[src/rtl/reg_scoreboard_if.sv]
// reg_scoreboard_if: ID/WB/flush descriptor bundle feeding the register hazard scoreboard.
// master drives the ID descriptor, WB commit and flush; slave returns stall, sb_idle, sb_error.
// Carries no state; clk and rst stay plain ports on the modules that use it.
interface reg_scoreboard_if;
  logic       id_valid;
  logic       id_issue;
  logic       id_is_load;
  logic       reg_read_en_1;
  logic       reg_read_en_2;
  logic [4:0] reg_addr_1;
  logic [4:0] reg_addr_2;
  logic       reg_write_en;
  logic [4:0] reg_write_addr;
  logic       wb_write_en;
  logic [4:0] wb_write_addr;
  logic       flush;
  logic       stall;
  logic       sb_idle;
  logic       sb_error;

  modport master (
    output id_valid, id_issue, id_is_load,
    output reg_read_en_1, reg_read_en_2, reg_addr_1, reg_addr_2,
    output reg_write_en, reg_write_addr,
    output wb_write_en, wb_write_addr, flush,
    input  stall, sb_idle, sb_error
  );

  modport slave (
    input  id_valid, id_issue, id_is_load,
    input  reg_read_en_1, reg_read_en_2, reg_addr_1, reg_addr_2,
    input  reg_write_en, reg_write_addr,
    input  wb_write_en, wb_write_addr, flush,
    output stall, sb_idle, sb_error
  );
endinterface

[src/rtl/reg_scoreboard.sv]
// reg_scoreboard: decode-stage GPR hazard scoreboard tracking in-flight destinations from ID issue to WB commit.
// Latency: stall is combinational from ID/WB inputs and current state; counters, sb_idle, sb_error update next edge.
// Backpressure: stall holds IF/ID; an issue raised together with stall is ignored. Optional build macro: SB_FORWARD_EN.
//
// Ports: clk, rst (async, active-high); sb (reg_scoreboard_if.slave) carrying the ID source/dest
// descriptors, WB commit, CP0 flush, and the stall / sb_idle / sb_error outputs.
// SB_FORWARD_EN defined: only the load-use case blocks (EX/MEM forwarding covers everything else);
// counters, sb_idle and sb_error are still maintained for observability and error detection.
module reg_scoreboard #(
  parameter int CNT_W = 2
) (
  input  logic             clk,
  input  logic             rst,
  reg_scoreboard_if.slave  sb
);

  localparam logic [CNT_W-1:0] CNT_MAX = '1;
  localparam logic [CNT_W-1:0] CNT_ONE = CNT_W'(1);

  // Index 0 exists only so a 5-bit address can index directly; it is held at zero.
  logic [CNT_W-1:0] cnt     [32];
  logic [CNT_W-1:0] cnt_nxt [32];
  logic             ex_load_valid;
  logic [4:0]       ex_load_addr;
  logic             idle_q;
  logic             error_q;

  logic blk_1, blk_2;
  logic hz_1, hz_2;
  logic stall;
  logic iss, ret;
  logic err_nxt, idle_nxt;

`ifdef SB_FORWARD_EN
  // Forwarding covers every producer except a load whose data is still in MEM next cycle.
  assign blk_1 = ex_load_valid && (ex_load_addr == sb.reg_addr_1);
  assign blk_2 = ex_load_valid && (ex_load_addr == sb.reg_addr_2);
`else
  // A single outstanding write that WB commits this very cycle is visible through the
  // register file's write-through path, so it does not block.
  assign blk_1 = (cnt[sb.reg_addr_1] != '0) &&
                 !((cnt[sb.reg_addr_1] == CNT_ONE) && sb.wb_write_en &&
                   (sb.wb_write_addr == sb.reg_addr_1));
  assign blk_2 = (cnt[sb.reg_addr_2] != '0) &&
                 !((cnt[sb.reg_addr_2] == CNT_ONE) && sb.wb_write_en &&
                   (sb.wb_write_addr == sb.reg_addr_2));
`endif

  assign hz_1  = sb.reg_read_en_1 && (sb.reg_addr_1 != 5'd0) && blk_1;
  assign hz_2  = sb.reg_read_en_2 && (sb.reg_addr_2 != 5'd0) && blk_2;
  assign stall = sb.id_valid && (hz_1 || hz_2);

  assign iss = sb.id_issue && sb.id_valid && !stall && sb.reg_write_en &&
               (sb.reg_write_addr != 5'd0);
  assign ret = sb.wb_write_en && (sb.wb_write_addr != 5'd0);

  always_comb begin
    err_nxt  = 1'b0;
    idle_nxt = 1'b1;
    for (int r = 0; r < 32; r++) begin
      cnt_nxt[r] = cnt[r];
      if (sb.flush || r == 0) begin
        // Flush discards any issue/retire of this cycle, so it can never raise an error.
        cnt_nxt[r] = '0;
      end else begin
        // Issue and retire hitting the same register cancel out.
        if (iss && (sb.reg_write_addr == 5'(r)) &&
            !(ret && (sb.wb_write_addr == 5'(r)))) begin
          if (cnt[r] == CNT_MAX) err_nxt = 1'b1;
          else                   cnt_nxt[r] = cnt[r] + CNT_ONE;
        end
        if (ret && (sb.wb_write_addr == 5'(r)) &&
            !(iss && (sb.reg_write_addr == 5'(r)))) begin
          if (cnt[r] == '0) err_nxt = 1'b1;
          else              cnt_nxt[r] = cnt[r] - CNT_ONE;
        end
      end
      idle_nxt = idle_nxt && (cnt_nxt[r] == '0);
    end
  end

  always_ff @(posedge clk or posedge rst) begin
    if (rst) begin
      for (int r = 0; r < 32; r++) cnt[r] <= '0;
      ex_load_valid <= 1'b0;
      ex_load_addr  <= 5'd0;
      idle_q        <= 1'b1;
      error_q       <= 1'b0;
    end else begin
      for (int r = 0; r < 32; r++) cnt[r] <= cnt_nxt[r];
      // Rewritten every cycle: high for exactly the cycle after a load issues.
      ex_load_valid <= iss && sb.id_is_load && !sb.flush;
      ex_load_addr  <= sb.reg_write_addr;
      idle_q        <= idle_nxt;
      error_q       <= error_q || err_nxt;
    end
  end

  assign sb.stall    = stall;
  assign sb.sb_idle  = idle_q;
  assign sb.sb_error = error_q;

  // A tracked load always targets a real register, since $0 writes never issue.
  ld_addr_nonzero: assert property (@(posedge clk) disable iff (rst)
    ex_load_valid |-> (ex_load_addr != 5'd0));

endmodule
[src/flat_wrapper.sv]
// flat-port wrapper written by rule: the top's interface ports become plain ports
module reg_scoreboard_flat 
#(
  parameter int CNT_W = 2
)
  (clk, rst, sb_id_valid, sb_id_issue, sb_id_is_load, sb_reg_read_en_1, sb_reg_read_en_2, sb_reg_addr_1, sb_reg_addr_2, sb_reg_write_en, sb_reg_write_addr, sb_wb_write_en, sb_wb_write_addr, sb_flush, sb_stall, sb_sb_idle, sb_sb_error);
  reg_scoreboard_if sb_i ();
  input  logic clk;
  input  logic rst;
  input wire logic [$bits(sb_i.id_valid)-1:0] sb_id_valid;
  input wire logic [$bits(sb_i.id_issue)-1:0] sb_id_issue;
  input wire logic [$bits(sb_i.id_is_load)-1:0] sb_id_is_load;
  input wire logic [$bits(sb_i.reg_read_en_1)-1:0] sb_reg_read_en_1;
  input wire logic [$bits(sb_i.reg_read_en_2)-1:0] sb_reg_read_en_2;
  input wire logic [$bits(sb_i.reg_addr_1)-1:0] sb_reg_addr_1;
  input wire logic [$bits(sb_i.reg_addr_2)-1:0] sb_reg_addr_2;
  input wire logic [$bits(sb_i.reg_write_en)-1:0] sb_reg_write_en;
  input wire logic [$bits(sb_i.reg_write_addr)-1:0] sb_reg_write_addr;
  input wire logic [$bits(sb_i.wb_write_en)-1:0] sb_wb_write_en;
  input wire logic [$bits(sb_i.wb_write_addr)-1:0] sb_wb_write_addr;
  input wire logic [$bits(sb_i.flush)-1:0] sb_flush;
  output wire logic [$bits(sb_i.stall)-1:0] sb_stall;
  output wire logic [$bits(sb_i.sb_idle)-1:0] sb_sb_idle;
  output wire logic [$bits(sb_i.sb_error)-1:0] sb_sb_error;
  assign sb_i.id_valid = sb_id_valid;
  assign sb_i.id_issue = sb_id_issue;
  assign sb_i.id_is_load = sb_id_is_load;
  assign sb_i.reg_read_en_1 = sb_reg_read_en_1;
  assign sb_i.reg_read_en_2 = sb_reg_read_en_2;
  assign sb_i.reg_addr_1 = sb_reg_addr_1;
  assign sb_i.reg_addr_2 = sb_reg_addr_2;
  assign sb_i.reg_write_en = sb_reg_write_en;
  assign sb_i.reg_write_addr = sb_reg_write_addr;
  assign sb_i.wb_write_en = sb_wb_write_en;
  assign sb_i.wb_write_addr = sb_wb_write_addr;
  assign sb_i.flush = sb_flush;
  assign sb_stall = sb_i.stall;
  assign sb_sb_idle = sb_i.sb_idle;
  assign sb_sb_error = sb_i.sb_error;
  reg_scoreboard #(.CNT_W(CNT_W)) u_core (.clk(clk), .rst(rst), .sb(sb_i));
endmodule
[config.mk]
export PLATFORM = sky130hd
export DESIGN_NAME = reg_scoreboard_flat
export DESIGN_NICKNAME = d
export VERILOG_FILES = /design/src/rtl/reg_scoreboard_if.sv /design/src/rtl/reg_scoreboard.sv /design/src/flat_wrapper.sv
export SDC_FILE = /design/constraint.sdc
export NUM_CORES = 1
export LEC_CHECK = 0
export ABC_AREA = 1
export CORE_UTILIZATION = 63
export DETAILED_ROUTE_END_ITERATION = 16
export GPL_TIMING_DRIVEN = 1
export PLACE_DENSITY = 0.82
export SLEW_MARGIN = 5
export SYNTH_ARGS = -nofsm -noshare
export SYNTH_HDL_FRONTEND = slang
export SYNTH_SLANG_ARGS = --single-unit
[constraint.sdc]
create_clock -name clk -period 4.9 [get_ports clk]
set_input_delay 0.735 -clock clk [delete_from_list [all_inputs] [get_ports clk]]
set_output_delay 0.735 -clock clk [all_outputs]
set_load 0.01 [all_outputs]
==> qor.csv <==
stage;metric;value;unit
grt;grt_pass1_vias;8756;
sta;rsz0062_at_grt;no;
die;fp.dieArea;0.0123;mm2
yosys;synth_compound_area_share;6.87;%
grt;grt_pass1_wl;46800;um
yosys;synthFlopType;dfrtp_1;
worst_setup_path;crit_required;4.16;ns
worst_setup_path;path_buf_inv;5;
routing;dr.pass1.iters;6;
sta;relSlewSlack;39.2;%
routing;vias_per_cell;6.25;
power_and_ir_drop;p_leak;0.00435;uW
yosys;synth_top_family_by_area;simple AND/OR/NAND/NOR gates;
yosys;synth-seq-area-share;21.5;%
die;initial_core_util;65.2;%
yosys;synth.area.mux_share;0;%
cts;cts.sinks;64;
sta;finalMaxSlewViolations;0;
cts;cts-resized-gates;0;
sta;period_share;85.9;%
worst_setup_path;cp_slowest_cell;clkdlybuf4s50_1;
worst_setup_path;worst_path_most_repeated_cell;nand2_1;
yosys;synth-simple-area-share;56.0;%
sta;clock_skew;0.00904;ns
cts;clk_latency;0.35;ns
worst_setup_path;end_kind;output port;
sta;max_freq;237;MHz
cts;htree_num_levels;3;
yosys;ys_ff_latch;64;
die;die_x;111;um
flow_run;maxCapViolCount;0;
grt;overflow;0;
finish;insertedDiodeCount;0;
worst_setup_path;r2r_cells;24;
cts;cts_tree;built;
die;coreArea;0.0115;mm2
place;place_ws;0.661;ns
sta;tns;0;ns
die;io_pins;33;
worst_setup_path;critical-path-top-delay-family;buffers and inverters;
finish;final_nets;1446;
cts;cts_buffers;9;
sta;final-hold-violation-count;0;
worst_setup_path;start_kind;input pin;
power_and_ir_drop;power_density;182;mW/mm2
routing;drcViolationCount;0;
yosys;avgSynthCellArea;5.34;um2
status;status;completed;
yosys;synthAdderAreaFrac;0;%
yosys;post_synth_instance_area;0.00747;mm2
power_and_ir_drop;peakVddDrop;0.186;mV
yosys;synth_cells;1399;
worst_setup_path;worst-path-stages;15;
sta;worst_pin_slew;0.911;ns
routing;routed_wl;29900;um
routing;drt_iter0_drc;1653;
sta;final-setup-viol-count;0;
die;rows;39;
yosys;synth_edf_count;0;
worst_setup_path;cp_max_fo;10;
worst_setup_path;arrival;3.48;ns
finish;fill_cells;1064;
grt;grt_max_degree;46;
routing;ant_nets;0;
die;die_h;111;um
finish;area_delta_synth_final;8.89;%
cts;post_cts_buffers;0;
place;dp_hpwl;22300;um
worst_setup_path;crit_path_cell_trace;clkdlybuf4s50_1 -> inv_2 -> nor2_1 -> nand2_1 -> nand2_1 -> nand2_1 -> nand2_1 -> inv_1 -> nand2_1 -> nand3_1 -> nand2_1 -> nand2_1 -> buf_4 -> a21boi_0 -> clkdlybuf4s50_1;
cts;cts-root-buf;clkbuf_16;
sta;setup_slack;0.689;ns
finish;final_cell_mix;nand2_1, nand3_1, inv_1, nor2_1, nand4_1;
grt;antenna_found_initial;0;
finish;layout_commonest_cell;nand2_1;
yosys;ys_types;30;
cts;clkTransAtPathRegs;0.05;ns
routing;vias;9777;
hold_path;min_path_cells;2;
place;port_buffers;31;
yosys;yosysWarnings;0;
yosys;syn-num-nets;1429;
finish;layout-drive-gt1-share;3.38;%
sta;period_minus_slack;4.21;ns
routing;route.detailed.wl_per_inst;19.1;um
worst_setup_path;slowest_delay;0.74;ns
hold_path;hp-class;flop to flop;
cts;hold_buffers;0;
grt;grt_usage;49.5;%
yosys;synth_xor_xnor_area_share;0.117;%
place;gp_congestion;1.07;
worst_setup_path;worst-setup-path-type;input pin to output port;
cts;clk_path_buf_depth;2;
yosys;async_flop_share;100;%
[worst paths after layout]
kind | startpoint | to | slack, ns
max in group asynchronous | rst | u_core.sb.sb_idle | 3.10
min in group asynchronous | rst | u_core.cnt[51] | 0.83
hold / removal | u_core.sb.sb_error | u_core.sb.sb_error | 0.46
setup / recovery | sb_reg_addr_1[2] | sb_stall | 0.69
setup reg to reg | u_core.cnt[1] | u_core.sb.sb_idle | 1.57
hold reg to reg | u_core.sb.sb_error | u_core.sb.sb_error | 0.46
[cell type report]
class | instances | area [um2] | area share (%)
clock inverter | 3 | 17.5 | 0.215
sequential | 64 | 1600 | 19.7
clock buffer | 13 | 260 | 3.20
inverter | 241 | 905 | 11.1
timing repair buffer | 50 | 465 | 5.72
tap | 143 | 179 | 2.20
multi-input combinational | 1050 | 4710 | 57.9
[worst min-delay path: stages, from the launching register on]
cell and delay, ns:
dfrtp_1 0.34, inv_1 0.04, nand2_1 0.05
[registers in the layout, summed over array words and instances, names as in the netlist]
register            cells
u_core.cnt             62
u_core.sb.sb_error      1
u_core.sb.sb_idle       1
[cells in the mapped netlist (all sizes together) (5+ instances only)]
cell | count | area (um2)
clkbuf | 7 | 26.3
a21oi | 11 | 55.1
nand3b | 8 | 60.1
o22ai | 7 | 43.8
dfrtp | 63 | 1580
buf | 37 | 231
clkinv | 5 | 18.8
o21ai | 30 | 150
o211ai | 32 | 240
nand4 | 65 | 407
nor2 | 224 | 858
inv | 236 | 886
nand2 | 401 | 1510
nand3 | 266 | 1340
[through the flow]
step / hold WS (ns) / power (uW) / instances / utilization, % / cell area (um2)
floorplan: 0.500 / 734 / 1399 / - / 7470
global placement: 0.446 / 834 / 1548 / 68.5 / 7860
detailed placement: 0.457 / 837 / 1548 / 68.5 / 7860
CTS: 0.469 / 1460 / 1564 / 71.0 / 8140
global route: 0.524 / 1510 / 1564 / 71.0 / 8140
finish: 0.461 / 1480 / 1564 / 71.0 / 8140
[kinds of logic after synthesis]
group	count (synthesis)
buffers and inverters	285
DFF	64
AOI/OAI and AO/OA	83
and+or+nand+nor	966
xor gates and xnor gates	1
[report_power, final]
| group | internal (uW) | total, uW | switching [uW] |
|---|---|---|---|
| Combinational | 93.4 | 306 | 212 |
| Sequential | 534 | 538 | 4.12 |
| Clock | 369 | 635 | 266 |
| Total | 996 | 1480 | 483 |
[routing by layer]
layer | share of wire, % | vias to the layer above | global-route usage, %
met5 | 0 | - | 0
met4 | 7.2 | 0 | 33.2
met3 | 15 | 158 | 14.2
met2 | 41 | 809 | 71.8
met1 | 37 | 4289 | 63.8
li1 | - | 4521 | -
Power figures use the tool's default switching activity.
